## config.mk

```make
export PLATFORM = sky130hd
export DESIGN_NAME = itcm_fetch_resp
export DESIGN_NICKNAME = d
export VERILOG_FILES = /design/src/rtl/itcm_fetch_resp.sv
export SDC_FILE = /design/constraint.sdc
export NUM_CORES = 1
export LEC_CHECK = 0
export ABC_CLOCK_PERIOD_IN_PS = 2170
export CAP_MARGIN = 40
export CELL_PAD_IN_SITES_DETAIL_PLACEMENT = 2
export CELL_PAD_IN_SITES_GLOBAL_PLACEMENT = 2
export CORE_MARGIN = 2
export CORE_UTILIZATION = 27
export CTS_CLUSTER_SIZE = 24
export DETAILED_ROUTE_END_ITERATION = 6
export GPL_ROUTABILITY_DRIVEN = 0
export PLACE_DENSITY_LB_ADDON = 0.3
export SLEW_MARGIN = 10
export SYNTH_ARGS = -nofsm -noshare
export SYNTH_HDL_FRONTEND = slang
export SYNTH_SLANG_ARGS = --single-unit
```

## constraint.sdc

```tcl
create_clock -name clk -period 2.17 [get_ports clk]
set_input_delay 0.3255 -clock clk [delete_from_list [all_inputs] [get_ports clk]]
set_output_delay 0.3255 -clock clk [all_outputs]
set_load 0.02 [all_outputs]
```

## src/rtl/itcm_fetch_resp.sv

```systemverilog
// itcm_fetch_resp: instruction-fetch responder in front of a single-port, 1-cycle-latency ITCM SRAM
// Ports:
//   clk, rst_n                                  clock, asynchronous active-low reset
//   if_req_valid_i, if_req_ready_o, if_req_pc_i  fetch request channel
//   if_resp_valid_o, if_resp_ready_i,
//   if_resp_err_o, if_resp_instr_o               response channel, outputs driven from registers
//   flush_i                                     discard every outstanding request and response
//   itcm_cs_o, itcm_addr_o, itcm_rdata_i         SRAM read port, data valid the cycle after cs
module itcm_fetch_resp #(
    parameter int unsigned          PC_WIDTH    = 32,
    parameter int unsigned          INSTR_WIDTH = 32,
    parameter logic [PC_WIDTH-1:0]  ITCM_BASE   = 32'h8000_0000,
    parameter int unsigned          ITCM_AW     = 14
) (
    input  logic                   clk,
    input  logic                   rst_n,
    input  logic                   if_req_valid_i,
    output logic                   if_req_ready_o,
    input  logic [PC_WIDTH-1:0]    if_req_pc_i,
    output logic                   if_resp_valid_o,
    input  logic                   if_resp_ready_i,
    output logic                   if_resp_err_o,
    output logic [INSTR_WIDTH-1:0] if_resp_instr_o,
    input  logic                   flush_i,
    output logic                   itcm_cs_o,
    output logic [ITCM_AW-1:0]     itcm_addr_o,
    input  logic [INSTR_WIDTH-1:0] itcm_rdata_i
);
    // one extra bit so the upper limit of an ITCM ending at the top of the address space does not wrap
    localparam logic [PC_WIDTH:0] LO = {1'b0, ITCM_BASE};
    localparam logic [PC_WIDTH:0] HI = LO + ((PC_WIDTH + 1)'(1) << (ITCM_AW + 2));
    logic                   s1_vld, s1_err, wptr, rptr, acc, pop, push, err;
    logic [1:0]             cnt;
    logic [2:0]             occ;
    logic [PC_WIDTH:0]      pc_x;
    logic [INSTR_WIDTH:0]   mem [2];
    always_comb begin
        if_resp_valid_o = (cnt != 2'd0);
        {if_resp_err_o, if_resp_instr_o} = mem[rptr];
        pc_x = {1'b0, if_req_pc_i};
        err = (if_req_pc_i[1:0] != 2'b00) | (pc_x < LO) | (pc_x >= HI);
        pop = if_resp_valid_o & if_resp_ready_i;
        // a slot is reserved for the read in flight, so a push can never find the FIFO full
        occ = {1'b0, cnt} + {2'b00, s1_vld} - {2'b00, pop};
        if_req_ready_o = ~flush_i & (occ < 3'd2);
        acc = if_req_valid_i & if_req_ready_o;
        push = s1_vld & ~flush_i;
        itcm_cs_o = acc & ~err;
        itcm_addr_o = if_req_pc_i[ITCM_AW+1:2];
    end
    always_ff @(posedge clk or negedge rst_n) begin
        if (!rst_n) begin
            s1_vld <= 1'b0;
            s1_err <= 1'b0;
            wptr   <= 1'b0;
            rptr   <= 1'b0;
            cnt    <= 2'd0;
            mem[0] <= '0;
            mem[1] <= '0;
        end else begin
            s1_vld <= acc;
            s1_err <= acc & err;
            if (push)
                mem[wptr] <= {s1_err, itcm_rdata_i & {INSTR_WIDTH{~s1_err}}};
            wptr <= flush_i ? 1'b0 : wptr ^ push;
            rptr <= flush_i ? 1'b0 : rptr ^ pop;
            cnt  <= flush_i ? 2'd0 : cnt + {1'b0, push} - {1'b0, pop};
        end
    end
endmodule

```

Word level (Yosys, flattened, before mapping):

Cells that the tools add are included.

* input bits: 69
* logic and storage cells: 45
* bits in registers: 72
* output and inout bits: 50

* add/sub/neg operators: 4
* reductions and logical operators: 3
* multiplexer cells: 9
* bitwise operators: 16
* $lt $le $gt $ge: 6

Operator list (number)
* two-way mux 33 bit: 4
* bitwise mux 66 bit: 1
* demux 33 bit (select 1 bit): 1
* AND 32 bit: 1
* greater-or-equal comparator 32 bit (second input constant): 1
* less-than comparator 32 bit (second input constant): 1
* AND 1 bit: 6
* greater-or-equal comparator 2 bit (second input constant): 2
* inverter 1 -> 2 bit: 2
* nonzero test 2 bit: 2
* adder 2 x 1 -> 3 bit: 1
* less-than comparator 3 x 2 -> 1 bit (second input constant): 1
* inverter 1 bit: 3
* subtractor 3 x 1 -> 3 bit: 1
* adder 2 x 1 -> 2 bit: 1
* less-than comparator 2 x 1 -> 1 bit (second input constant): 1
* two-way mux 1 bit: 2
* two-way mux 2 bit: 1
* OR 1 bit: 2
* subtractor 2 x 1 -> 2 bit: 1
* XOR 1 bit: 2
* logical AND 1 bit: 1

Depth between registers and ports, before layout:

Gate-level depths: netlist of run 1.

* depth in word-level cells: 7
* mapped depth: 9
* mapped depth without buffers: 9

Worst setup path before layout of run 1:

No wires, ideal clock.

* kind: register to output
* start: reg cnt[1]
* end: out itcm_cs_o
* arrival: 2210 ps
* path buffers: 0
* required time: 1845 ps
* cell stages (with the launch flop): 9
* setup slack: -366 ps
* cell sequence: dfrtp_1 o21a_1 ha_1 inv_1 nand2_1 fa_1 nor2b_1 nand3_1 nor3_1

* longest elaborated chain between the ends: 7

Ends and longest elaborated chain
* start, declared: line 33 `logic [1:0] cnt;`
* start signal, assigned: line 67 `cnt <= flush_i ? 2'd0 : cnt + {1'b0, push} - {1'b0, pop};`
* parallel branches: the longest is 2 deep, another holds adder 2 x 1 -> 3 bit
* subtractor 3 x 1 -> 3 bit *: line 44 `occ = {1'b0, cnt} + {2'b00, s1_vld} - {2'b00, pop};`
* less-than comparator 3 x 2 -> 1 bit *: line 45 `if_req_ready_o = ~flush_i & (occ < 3'd2);`
* AND 1 bit *: line 45
* AND 1 bit *: line 46 `acc = if_req_valid_i & if_req_ready_o;`
* AND 1 bit *: line 48 `itcm_cs_o = acc & ~err;`
* end, declared: line 25 `output logic itcm_cs_o,`

Every way passes the cells marked *.

Worst setup path after layout of run 1:

* start: reg cnt[0]
* end: out itcm_cs_o

The elaborated chain is that of the path after synthesis.

==> flow_summary.ini, run 1 <==
[status]
status = complete, but fails checks
violations = negative setup slack

[synthesis]
seq_area_frac_synth = 0.507
synth.distinct_cells = 19
synth.avg_cell_area_um2 = 13.4
yosysWarnings = 0
syn-num-nets = 341
syn_area_um2 = 3550
ys_seq_elements = 72
syn_inst = 266

[cts]
htree_levels = 3
clockBufferDepth = 2
root_buffer = clkbuf_16
clk_pin_slew_ns = 0.06
clock-sinks = 72
cts_buffers = 9
clkLatencyLatePin_ns = 0.32
cts_tree = built

[critical_path]
crit_fanout = 2
path_class = flop to primary output
cp_data_arrival_time_ns = 2.30
cp-start-kind = flop
cp_data_required_time_ns = 1.84
critPathCaptureType = primary output

[floorplanning]
die_area_um2 = 14100
core_area_um2 = 12700
io_pins = 119
dieHeight_um = 119
start_util = 0.279
rows = 41
dieWidth_um = 119

[layout]
fill_cells = 1337
diodes = 0
final_nets = 435
area_growth_syn_to_layout_pct = 44.2
drive_gt1_frac = 0.419
finalInstanceArea_um2 = 5130

[sta]
rsz0062_at_grt = yes
max_clock_freq_mhz = 381
finalHoldViolCount = 0
tightest_slew_ns = 0.523
setup_violations = 2
fin_ws_ns = -0.455
drv_slew = 0
slew_headroom = 0.651
finalCritPeriodShare = 1.21
period_minus_slack_ns = 2.62
skew_ns = 0.00588

[placed_design]
dp_hpwl_um = 5920
port_buffers = 90
place_area_um2 = 4690

[run]
cap_violations = 0

[power_and_ir_drop]
p_leak_nw = 2.40
powerDensity_nw_per_um2 = 1430
finalPower_mw = 7.35
pwr-share-clk = 0.217
ir_drop_v = 0.000462
switching_share = 0.338
p_int_mw = 4.87
p_seq_frac = 0.302
power_frac_comb = 0.481
switchingPower_mw = 2.49

[global_routing]
grt_overflow_total = 0
use_met3 = 0.0463
grt.met2_usage = 0.247
busiest_layer = met2
met1_usage = 0.154
grt_pass1_vias = 2938
grt_pass1_wl_um = 15200
track_usage = 0.138
grt_max_degree = 39
antenna_found_initial = 0

[drt]
viasPerCell = 4.46
wl_per_cell_um = 16.7
drt-pass1-iter-count = 2
drtIter0Drc = 21
wirelength_um = 8940
vias = 2393
drc = 0
ant_nets = 0

[min_path]
hold_class = flop to flop
power groups by stage:
stage / Clock, mW / Sequential, mW / Combinational (mW)
2_1_floorplan: 0 / 2.15 / 2.15
3_3_place_gp: 0 / 2.19 / 3.47
3_5_place_dp: 0 / 2.25 / 3.53
4_1_cts: 1.65 / 2.23 / 3.64
5_1_grt: 1.71 / 2.32 / 3.85
6_report: 1.60 / 2.22 / 3.53
flip-flops by register name, indices dropped and copies added, names as in the netlist:
register  flops
mem          66
cnt           2
rptr          1
s1_err        1
s1_vld        1
wptr          1
metal layers:
metal	wire length, µm	vias up
li1	-	1081
met1	3590	1226
met2	4710	71
met3	558	15
met4	91	0
met5	0	-
worst max-delay path, stage by stage, from the launching register on:
cell and delay, ns:
dfrtp_1 0.38, o21a_1 0.23, ha_4 0.23, inv_2 0.06
nand2_2 0.05, fa_1 0.50, nor2b_4 0.18, nand3_4 0.09
nor3_4 0.12, buf_6 0.14
metrics by stage:
stage / std cells / utilization / hold WS (ns) / TNS, ns / setup slack (ns)
floorplan: 266 / - / 0.0299 / -0.106 / -0.106
global placement: 515 / 0.368 / 0.329 / -2.20 / -0.984
detailed placement: 515 / 0.368 / 0.340 / -2.30 / -1.01
CTS: 542 / 0.400 / 0.506 / -1.66 / -0.505
global route: 537 / 0.403 / 0.527 / -1.04 / -0.578
finish: 537 / 0.403 / 0.501 / -0.820 / -0.455
path summary, 6_finish.rpt:
check / start / to / slack (ns) / depth (start not counted)
max in group asynchronous: rst_n / rptr / 1.05 / 3
hold reg to reg: mem[8] / mem[8] / 0.50 / 1
hold / removal: mem[8] / mem[8] / 0.50 / 1
setup / recovery: cnt[0] / itcm_cs_o / -0.45 / 9
min in group asynchronous: rst_n / mem[43] / 0.52 / 2
setup reg to reg: cnt[0] / cnt[1] / 0.14 / 11
Yosys cell counts (all sizes together):
cell / n / share of area
buf: 29 / 0.055
ha: 5 / 0.018
and2: 1 / 0.0018
nor3: 1 / 0.0014
xnor2: 3 / 0.0074
nor4b: 1 / 0.0025
dfrtp: 72 / 0.51
mux2: 99 / 0.31
fa: 1 / 0.0056
nor2: 4 / 0.0042
nor4: 2 / 0.0035
or4: 1 / 0.0032
nand2: 2 / 0.0021
nand3: 1 / 0.0014
nand4: 1 / 0.0018
inv: 6 / 0.0063
o21a: 2 / 0.0042
nor2b: 35 / 0.062
logic make-up (layout without fill, tap and decap cells):
family,count (synthesis),in the layout,synth area share
DFF,72,72,0.507
AOI/OAI and AO/OA,2,2,0.00422
adders and majority gates,6,6,0.0232
and+or+nand+nor,49,49,0.0834
xor gates and xnor gates,3,3,0.00739
muxes,99,99,0.314
buffers and inverters,35,134,0.0612
layout make-up:
cell class                      count  area, µm²  area share
Clock buffer                       11        243      0.0473
Clock inverter                      5       80.1      0.0156
Inverter                            6       22.5     0.00439
Multi-Input combinational cell    159       1620       0.315
Sequential cell                    72       1800       0.352
Tap cell                          172        215      0.0420
Timing Repair Buffer              112       1150       0.224
layout by cell type, fill, tap and decap left out, types with 2 or more instances in the layout:
cell type,n
mux2_2,99
dfrtp_1,71
clkdlybuf4s50_1,54
nor2b_1,34
dlygate4sd2_1,22
buf_4,15
dlymetal6s2s_1,11
clkbuf_16,9
buf_12,6
inv_1,4
nor2_1,4
buf_6,3
inv_2,2
o21a_1,2
xnor2_2,2
nor4_1,2
ha_4,2
ha_2,2
clkinvlp_4,2
bufinv_16,2
what timing repair did:
| item | 4_1_cts | 5_1_grt |
|---|---|---|
| pin swaps | 2 | 2 |
| setup buffers | 10 | 0 |
| hold endpoints to repair | 21 | 0 |
| setup endpoints to repair | 18 | 15 |
| gates resized for setup | 40 | 19 |
| hold buffers | 1 | 0 |
Note: power is estimated with default switching activity, not from simulation.
==> inputs of run 2 (changes only) <==
ABC_CLOCK_PERIOD_IN_PS = 3300   (was 2170)
CORE_UTILIZATION = 32   (was 27)
clock period = 3.3 ns   (was 2.17 ns; I/O delays follow)
==> run 2 against run 1 <==
The run now ends clean. Non-clock buffer count down 15. Sequential share of layout area up 3.2 points. Total power down 42%. Critical path type is now input pin to primary output. First-iteration DRC count up 90%. Sequential power down 33%. Clock power down 62%. Critical endpoint unchanged. Wire length down 8.2%. Clock skew down 0.00090 ns.
==> flow_summary.ini, run 2 (synthesized netlist as in run 1, its figures left out) <==
[status]
status = complete, no violations

[sta]
setup_violations = 0
period_minus_slack_ns = 3.09
slew_headroom = 0.706
fin_ws_ns = 0.207
finalCritPeriodShare = 0.937
max_clock_freq_mhz = 323
rsz0062_at_grt = no
skew_ns = 0.00498
tightest_slew_ns = 0.440
finalHoldViolCount = 0
drv_slew = 0

[global_routing]
track_usage = 0.147
grt_pass1_vias = 2643
grt_max_degree = 53
antenna_found_initial = 0
grt_overflow_total = 0
grt_pass1_wl_um = 13300

[floorplanning]
dieHeight_um = 109
die_area_um2 = 12000
rows = 38
dieWidth_um = 109
start_util = 0.328
io_pins = 119
core_area_um2 = 10800

[critical_path]
r2r_cells = 9
path_class = input pin to primary output
r2r_end = s1_err
crit_fanout = 2
regToRegStartpoint = cnt[1]
cp_data_arrival_time_ns = 2.60
cp-start-kind = input pin
reg2reg_slack_ns = 1.23
cp_data_required_time_ns = 2.80
critPathCaptureType = primary output

[power_and_ir_drop]
powerDensity_nw_per_um2 = 906
ir_drop_v = 0.000401
p_leak_nw = 2.04

[layout]
fin_util = 0.434
most-common-layout-cells = 99 x mux2_2, 87 x clkdlybuf4s50_1, 71 x dfrtp_1
largestRegisters = mem (66), cnt (2)
area_growth_syn_to_layout_pct = 32.4
final_common_cell = mux2_2
diodes = 0
regMostFlops = mem
drive_gt1_frac = 0.360
final_cells = 487
largest_reg_flops = 66
final_nets = 420

[placed_design]
dp_hpwl_um = 5680
dp_slack_ns = -0.308
port_buffers = 90
dp_cells = 474

[drt]
drc = 0
wirelength_um = 8210
wl_per_cell_um = 16.9
drt-pass1-iter-count = 3
ant_nets = 0
viasPerCell = 4.73
drtIter0Drc = 40
vias = 2302

[cts]
clkLatencyLatePin_ns = 0.34
cts_setup_buffers = 0
htree_levels = 3
cts_tree = built
clockBufferDepth = 2
clk_pin_slew_ns = 0.07
root_buffer = clkbuf_8
clock-sinks = 72
cts_buffers = 9
cts_hold_buf = 0

[min_path]
hold_class = input pin to asynchronous set/reset pin

[run]
cap_violations = 0
[run 2: changes by cell type in the layout (fill, tap and decap cells not counted), moves of 3 or more]
cell / delta
clkbuf_16: -9
buf_12: -3
clkbuf_8: +10
clkdlybuf4s50_1: +33
dlymetal6s2s_1: -11
buf_6: -3
dlygate4sd2_1: -21
buf_4: -11
[run 2: layout make-up]
class | count | area, µm²
Sequential cell | 72 | 1800
Timing Repair Buffer | 97 | 1000
Clock buffer | 12 | 155
Clock inverter | 1 | 5.00
Inverter | 6 | 22.5
Tap cell | 140 | 175
Fill cell | 1098 | 6130
Multi-Input combinational cell | 159 | 1540
[run 2: per-layer routing]
metal  wire length [µm]  up-vias  track usage
li1                   -     1048            -
met1               3470     1166        0.174
met2               3940       78        0.246
met3                691       10       0.0557
met4                101        0       0.0515
met5                  0        -            0
[run 2: worst max path at each step]
stage,from,to,cells past startpoint
2_1_floorplan,cnt[1],itcm_cs_o,8
3_3_place_gp,if_resp_ready_i,itcm_cs_o,10
3_5_place_dp,if_resp_ready_i,itcm_cs_o,10
4_1_cts,if_resp_ready_i,itcm_cs_o,10
5_1_grt,if_resp_ready_i,itcm_cs_o,10
6_report,if_resp_ready_i,itcm_cs_o,10
[run 2: repair_timing]
item | CTS | global route
endpoints found under the setup margin | 2 | 1
endpoints found under the hold margin | 0 | 0
resized for setup | 5 | 2
[run 2: critical path, cell delays in order]
cell and delay, ns:
clkdlybuf4s50_1 0.46, o21a_1 0.15, ha_1 0.24, inv_1 0.08, nand2_1 0.07, fa_1 0.47, nor2b_2 0.15, nand3_1 0.10
nor3_1 0.19, buf_2 0.19
[run 2: metrics by stage]
step / power [mW] / setup TNS, ns / hold WS, ns / cell area, µm²
global route: 4.60 / 0 / 0.0374 / 4710
CTS: 4.36 / 0 / 0.0332 / 4710
global placement: 3.65 / -0.223 / 0.483 / 4520
floorplan: 2.82 / 0 / 0.199 / 3550
finish: 4.27 / 0 / 0.0405 / 4710
detailed placement: 3.73 / -0.412 / 0.420 / 4550
[run 2: power by group]
group / internal [mW] / switching (mW) / total [mW]
Clock: 0.301 / 0.307 / 0.608
Combinational: 1.21 / 0.964 / 2.17
Sequential: 1.27 / 0.212 / 1.48
Total: 2.78 / 1.48 / 4.27
==> inputs of run 3 (changes only) <==
TNS_END_PERCENT = 10   (was not set)
==> results of run 3 <==
Final layout, timing and power as in run 2 (identical DEF).
